===== config.mk =====
export PLATFORM = sky130hd
export DESIGN_NAME = register_file_flat
export DESIGN_NICKNAME = d
export VERILOG_FILES = /design/src/rtl/register_file_pkg.sv /design/src/rtl/register_file_if.sv /design/src/rtl/register_file_decoder.sv /design/src/rtl/register_file_register.sv /design/src/rtl/register_file.sv /design/src/flat_wrapper.sv
export SDC_FILE = /design/constraint.sdc
export NUM_CORES = 2
export LEC_CHECK = 0
export BUFFER_PORTS_ARGS = -buffer_cell sky130_fd_sc_hd__buf_2
export CAP_MARGIN = 20
export CORE_ASPECT_RATIO = 1.25
export CORE_MARGIN = 3
export CORE_UTILIZATION = 55
export CTS_CLUSTER_DIAMETER = 40
export DETAILED_ROUTE_END_ITERATION = 10
export PLACE_DENSITY = 0.71
export SYNTH_ARGS = -nofsm -noshare
export SYNTH_HDL_FRONTEND = slang
export SYNTH_SLANG_ARGS = --single-unit

===== constraint.sdc =====
create_clock -name clk -period 4.2 [get_ports clk]
set_clock_uncertainty 0.1 [all_clocks]
set_input_delay 0.42 -clock clk [delete_from_list [all_inputs] [get_ports clk]]
set_output_delay 0.42 -clock clk [all_outputs]
set_load 0.1 [all_outputs]

===== src/rtl/register_file_pkg.sv =====
// Shared RV32I definitions: register-file geometry and ABI register names.
package rv32i_defs;

    localparam int NUM_REGS   = 32;
    localparam int REG_ADDR_W = 5;

    typedef enum logic [REG_ADDR_W-1:0] {
        ZERO = 5'd0,  RA   = 5'd1,  SP  = 5'd2,  GP  = 5'd3,
        TP   = 5'd4,  T0   = 5'd5,  T1  = 5'd6,  T2  = 5'd7,
        S0   = 5'd8,  S1   = 5'd9,  A0  = 5'd10, A1  = 5'd11,
        A2   = 5'd12, A3   = 5'd13, A4  = 5'd14, A5  = 5'd15,
        A6   = 5'd16, A7   = 5'd17, S2  = 5'd18, S3  = 5'd19,
        S4   = 5'd20, S5   = 5'd21, S6  = 5'd22, S7  = 5'd23,
        S8   = 5'd24, S9   = 5'd25, S10 = 5'd26, S11 = 5'd27,
        T3   = 5'd28, T4   = 5'd29, T5  = 5'd30, T6  = 5'd31
    } abi_reg_e;

endpackage


===== src/rtl/register_file_if.sv =====
// Write-back / operand-read bus between the core stages and the register file.
interface register_file_if
    import rv32i_defs::*;
#(
    parameter int N = 32
);
    // Protocol: wr_ena is sampled on the rising clk edge together with
    // wr_addr/wr_data; wr_addr/wr_data are don't-care while wr_ena=0.
    // Reads have no handshake: rd_dataK follows rd_addrK combinationally.
    logic                  wr_ena;
    logic [REG_ADDR_W-1:0] wr_addr;
    logic [N-1:0]          wr_data;
    logic [REG_ADDR_W-1:0] rd_addr0;
    logic [N-1:0]          rd_data0;
    logic [REG_ADDR_W-1:0] rd_addr1;
    logic [N-1:0]          rd_data1;

    modport master (
        output wr_ena, wr_addr, wr_data, rd_addr0, rd_addr1,
        input  rd_data0, rd_data1
    );

    modport slave (
        input  wr_ena, wr_addr, wr_data, rd_addr0, rd_addr1,
        output rd_data0, rd_data1
    );

endinterface


===== src/rtl/register_file_decoder.sv =====
// 5-to-32 one-hot decoder producing per-register write enables.
module decoder_5_to_32
    import rv32i_defs::*;
(
    input  logic                  ena,
    input  logic [REG_ADDR_W-1:0] in,
    output logic [NUM_REGS-1:0]   out
);

    assign out = ena ? (NUM_REGS'(1) << in) : '0;

endmodule


===== src/rtl/register_file_register.sv =====
// Single N-bit register with load enable and asynchronous active-low clear.
module register #(
    parameter int N = 32
) (
    input  logic         clk,
    input  logic         rst,
    input  logic         ena,
    input  logic [N-1:0] d,
    output logic [N-1:0] q
);

    logic [N-1:0] r_q;

    always_ff @(posedge clk or negedge rst) begin
        if (!rst) begin
            r_q <= '0;
        end else if (ena) begin
            r_q <= d;
        end
    end

    assign q = r_q;

endmodule


===== src/rtl/register_file.sv =====
// 32 x N register file: one synchronous write port, two combinational read ports, x0 tied to zero.
module register_file
    import rv32i_defs::*;
#(
    parameter int N = 32
) (
    input  logic            clk,
    input  logic            rst,
    register_file_if.slave  bus
);

    logic [NUM_REGS-1:0] w_ena;
    logic [N-1:0]        w_q [NUM_REGS];
    logic [N-1:0]        w_rd0;
    logic [N-1:0]        w_rd1;
    logic                w_unused;

    decoder_5_to_32 u_dec (
        .ena (bus.wr_ena),
        .in  (bus.wr_addr),
        .out (w_ena)
    );

    // x0 has no storage; its decoded enable is intentionally dropped.
    assign w_q[0]   = '0;
    assign w_unused = w_ena[0];

    for (genvar gi = 1; gi < NUM_REGS; gi++) begin : g_reg
        register #(.N(N)) u_reg (
            .clk (clk),
            .rst (rst),
            .ena (w_ena[gi]),
            .d   (bus.wr_data),
            .q   (w_q[gi])
        );
    end

    // No write bypass: a same-cycle write becomes visible only after the edge.
    always_comb begin
        w_rd0 = w_q[bus.rd_addr0];
        w_rd1 = w_q[bus.rd_addr1];
    end

    assign bus.rd_data0 = w_rd0;
    assign bus.rd_data1 = w_rd1;

endmodule


===== src/flat_wrapper.sv =====
// flat-port wrapper written by rule: the top's interface ports become plain ports
module register_file_flat import rv32i_defs::*;
#(
    parameter int N = 32
)
  (clk, rst, bus_wr_ena, bus_wr_addr, bus_wr_data, bus_rd_addr0, bus_rd_addr1, bus_rd_data0, bus_rd_data1);
  register_file_if #(.N(N)) bus_i ();
  input  logic clk;
  input  logic rst;
  input wire logic [$bits(bus_i.wr_ena)-1:0] bus_wr_ena;
  input wire logic [$bits(bus_i.wr_addr)-1:0] bus_wr_addr;
  input wire logic [$bits(bus_i.wr_data)-1:0] bus_wr_data;
  input wire logic [$bits(bus_i.rd_addr0)-1:0] bus_rd_addr0;
  input wire logic [$bits(bus_i.rd_addr1)-1:0] bus_rd_addr1;
  output wire logic [$bits(bus_i.rd_data0)-1:0] bus_rd_data0;
  output wire logic [$bits(bus_i.rd_data1)-1:0] bus_rd_data1;
  assign bus_i.wr_ena = bus_wr_ena;
  assign bus_i.wr_addr = bus_wr_addr;
  assign bus_i.wr_data = bus_wr_data;
  assign bus_i.rd_addr0 = bus_rd_addr0;
  assign bus_i.rd_addr1 = bus_rd_addr1;
  assign bus_rd_data0 = bus_i.rd_data0;
  assign bus_rd_data1 = bus_i.rd_data1;
  register_file #(.N(N)) u_core (.clk(clk), .rst(rst), .bus(bus_i));
endmodule

==> run summary <==
In this run the biggest area consumer among cell types represents 46.7% of the synthesized area. The cell sitting at the root of the clock tree is a sky130_fd_sc_hd__clkbuf_16. The cell area reported after detailed placement was 0.0561 mm2.

Setup repair after global routing left no endpoint under its margin. The analysis attributes to net switching a power of 0.00924 W. Max-cap violations in this run came to 0. The tree built by TritonCTS fans out to 992 sinks. In the detailed route, the total length drawn on met2 is 80,700 um.

The logs give 0 for the final number of hold-violating endpoints and 0.72 ns for the latest clock arrival within the worst-skew pair. Data on the critical path arrives at its endpoint at 3.11 ns. The setup check on the worst reg-to-reg path leaves a slack of 3.29 ns.

The number of core rows was 126; the effective utilization at floorplan was 55.8%. Ranked by total cell area, the synthesized netlist is headed by sky130_fd_sc_hd__dfrtp_1 (47%), sky130_fd_sc_hd__mux2_2 (22%), sky130_fd_sc_hd__mux4_2 (16%), sky130_fd_sc_hd__mux2i_1 (3.6%), sky130_fd_sc_hd__a22o_1 (3.2%). The post-route netlist has 55.2% of its cells at a drive strength greater than 1. Entering global routing, the biggest net connects 139 pins. In this run the critical register-to-register path is launched from u_core.g_reg[11].u_reg.q[31]. The run gives 0 as the total setup violations reported at the end of the flow. The tools report the number of max-slew violations in the final report as 0. The H-tree generated during clock tree synthesis spans 4 levels. Along the worst path, the maximum fanout reaches 19. In this design, the stage delay of the slowest critical-path cell is 0.86 ns.

The cell type with the highest occurrence count on the critical path is sky130_fd_sc_hd__buf_4. The cell area after technology mapping came out at 0.0532 mm2. The floorplan step set the die width to 284 um. The cell area power density works out to 521 mW/mm2. The flip-flop count of the largest register, all copies and words added came out at 992. The total area inside the core boundary comes to 0.0952 mm2. The number of buffers added on ports is 113, and the sequential area share after synthesis is 46.7%. The run gives 38,174 as the via count of the first global-routing pass. For this run, the number of standard cells in the final layout without fillers is 5,002.

After synthesis, the most frequently instantiated cells are sky130_fd_sc_hd__mux2_2 (1,056), sky130_fd_sc_hd__dfrtp_1 (992), sky130_fd_sc_hd__mux4_2 (384). Dividing the detail-routed wire length by the instance count gives 33.6 um. The most used flip-flop cell after synthesis is sky130_fd_sc_hd__dfrtp_1. The die covers 0.100 mm2. Synthesis inferred 992 register bits.

Combinational logic is responsible for 22.1% of the overall power. The worst setup path is of the input port to output port kind. At the pin with the least slew margin, the transition time is 1.20 ns. The tools report the last weighted congestion value of the routability-driven placer as 0.848. The class of the worst hold path was input port to asynchronous set/reset pin. The net count of the finished layout is 3,655. The number of detailed-routing iterations run before antenna repair was 5; the switching part of the total power was 29.2%. The layout overhead on the synthesized area came out at 14.3%. The first element of the critical path is bus_rd_addr0[1]. Traced cell by cell, the critical path runs through buf_4 > nor2b_4 > buf_4 > a22o_1 > a211oi_1 > o31ai_2 > buf_12. Endpoint of the worst register-to-register path: u_core.g_reg[11].u_reg.q[31].

The flow ran to the end, and the final reports show no timing, DRC or antenna violations. The worst reg-to-reg path cell count was 1. Element type at the critical path start: an input port. Yosys printed 0 warnings. TritonCTS created 134 clock buffers. The routed metal-1 wire length was 63,000 um. After detailed routing, the number of remaining DRC violations is 0. The analysis attributes to cell leakage a power of 26.5 nW. The global-route wire length before repair was 250,000 um; the accumulated negative setup slack was 0 ns. After detailed placement, the design holds a cell count of 4,748. Synthesis instantiated 28 different standard cells from the library.

Summed over all nets, wire length on met3 after detailed routing comes to 14,700 um. The worst pin sits at a relative slew slack of 19.3%. The topmost layer with routed signal wires is met5.

HPWL reported at the end of detailed placement: 101,000 um. Per report_power, the sequential group accounts for 40.6% of the total. The maximum operating frequency is 276 MHz. For the post-CTS repair timing setup buffer count, the log shows 0. The clock transition at the register clock pins on the worst setup and hold paths after CTS works out to 0.05 ns.

The tools report the net count of the mapped netlist as 3,647. Element type at the critical path end: an output port. IR analysis of the VDD net gives a maximum drop of 397 uV. The count of flip-flops with a built-in enable after synthesis works out to 0. The run gives 0.0608 mm2 as the post-route standard cell area excluding fillers.

The tools report the number of antenna violations at the first check in global routing as 15. The overall routed net length was 168,000 um; the internal power consumption was 0.0224 W. The largest individual stage delay along the critical path comes from the cell sky130_fd_sc_hd__nor2b_4. For the worst setup path, the data required time is 3.68 ns.

Using the TritonRoute via totals, the vias-per-cell ratio works out to 7.12. The fraction of the cycle the final worst path needs is 86.3%, and the remaining antenna violation count is 0. Following the worst setup path forward leads to its endpoint at bus_rd_data0[2]. In the global route stage, overall resource usage came out at 33.5%. TritonCTS built the clock tree. The remaining global-route overflow is 0. The maximum number of buffers from clock root to sink is 3, and the time the worst path needs with I/O delays and setup is 3.63 ns. After the first detailed-routing iteration, the DRC count stood at 3,413. The die is 354 um tall.

The cell with the most instances after synthesis was sky130_fd_sc_hd__mux2_2. Counting flops with an async set or reset pin after synthesis yields a share of 100%. Once the clock tree was built, the resizer swapped 0 gates to a different size. The cell accounting for the most synthesized area is sky130_fd_sc_hd__dfrtp_1. The cell count after synthesis came out at 3,597. The routed via count was 35,597. The clock network burns 37.3% of the power. The count of pins on the block boundary is 114, and the mean instance size in the synthesized netlist is 14.8 um2.
-- power groups by stage --
stage,clock network [W],logic [W],registers [W]
after global placement,0,0.00675,0.0127
after global routing,0.0124,0.00740,0.0131
after detailed placement,0,0.00697,0.0130
after floorplan,0,0.00548,0.0124
after CTS,0.0119,0.00700,0.0128
final,0.0118,0.00700,0.0129
-- worst min-delay path by stage --
stage,endpoint,slack (ns)
after floorplan,u_core.g_reg[10].u_reg.q[0],0.02
after global placement,u_core.g_reg[10].u_reg.q[25],0.33
after detailed placement,u_core.g_reg[16].u_reg.q[25],0.35
after CTS,u_core.g_reg[16].u_reg.q[25],0.17
after global routing,u_core.g_reg[18].u_reg.q[20],0.21
final,u_core.g_reg[15].u_reg.q[25],0.18
-- cell usage in the layout (no fill, tap or decap), types with 14 or more instances in the layout --
master	n
sky130_fd_sc_hd__mux2_2	1056
sky130_fd_sc_hd__dfrtp_1	992
sky130_fd_sc_hd__mux4_2	384
sky130_fd_sc_hd__mux2i_1	192
sky130_fd_sc_hd__a22o_1	192
sky130_fd_sc_hd__clkbuf_16	139
sky130_fd_sc_hd__buf_4	121
sky130_fd_sc_hd__buf_2	84
sky130_fd_sc_hd__and2_1	64
sky130_fd_sc_hd__o22ai_1	64
sky130_fd_sc_hd__a211oi_1	64
sky130_fd_sc_hd__o21ai_1	64
sky130_fd_sc_hd__o31ai_2	60
sky130_fd_sc_hd__buf_12	58
sky130_fd_sc_hd__clkbuf_8	21
sky130_fd_sc_hd__clkinv_2	19
sky130_fd_sc_hd__nor2_4	18
sky130_fd_sc_hd__inv_6	16
sky130_fd_sc_hd__clkinvlp_4	16
sky130_fd_sc_hd__nand2_2	15
sky130_fd_sc_hd__bufinv_16	14
-- kinds of logic (layout without fill, tap and decap cells) --
| group | count (synthesis) | count (layout) | share of synthesized area (%) |
|---|---|---|---|
| and+or+nand+nor | 126 | 126 | 1.33 |
| other | 0 | 8 | 0 |
| muxes | 1632 | 1632 | 42.2 |
| DFF | 992 | 992 | 46.7 |
| buffers and inverters | 399 | 516 | 3.43 |
| AOI/OAI and AO/OA | 448 | 448 | 6.32 |
-- per-stage QoR --
step	hold slack, ns	util [%]	total power [W]	setup WS [ns]
floorplan	0.0244	-	0.0179	0.00925
global placement	0.334	58.9	0.0194	0.687
detailed placement	0.346	58.9	0.0199	0.670
CTS	0.169	63.8	0.0317	0.665
global route	0.212	63.8	0.0328	0.546
finish	0.176	63.8	0.0317	0.575
-- worst max-delay path: cells and delay by family --
kind | cells | cell delay (ns)
AO/OA/AOI/OAI | 3 | 0.78
buffers and inverters | 3 | 0.99
AND/OR/NAND/NOR | 1 | 0.86
-- layout make-up --
type	instances	area (um2)
Multi-Input combinational cell	2206	27100
Clock inverter	76	905
Sequential cell	992	24800
Timing Repair Buffer	269	2570
Clock buffer	169	3780
Tap cell	1280	1600
Inverter	2	7.51
Antenna cell	8	20.0
Fill cell	6880	34400
-- layer usage --
layer,vias up,global-route usage (%)
met3,553,7.50
met4,12,17.7
met1,19067,43.0
met2,1949,53.7
met5,-,0
li1,14016,-
-- what timing repair did --
action | in CTS | in global routing
hold endpoints to repair | 55 | 0
hold buffers | 1 | 0
endpoints found under the setup margin | 0 | 0
No activity file was read; power rests on OpenSTA's default activity.
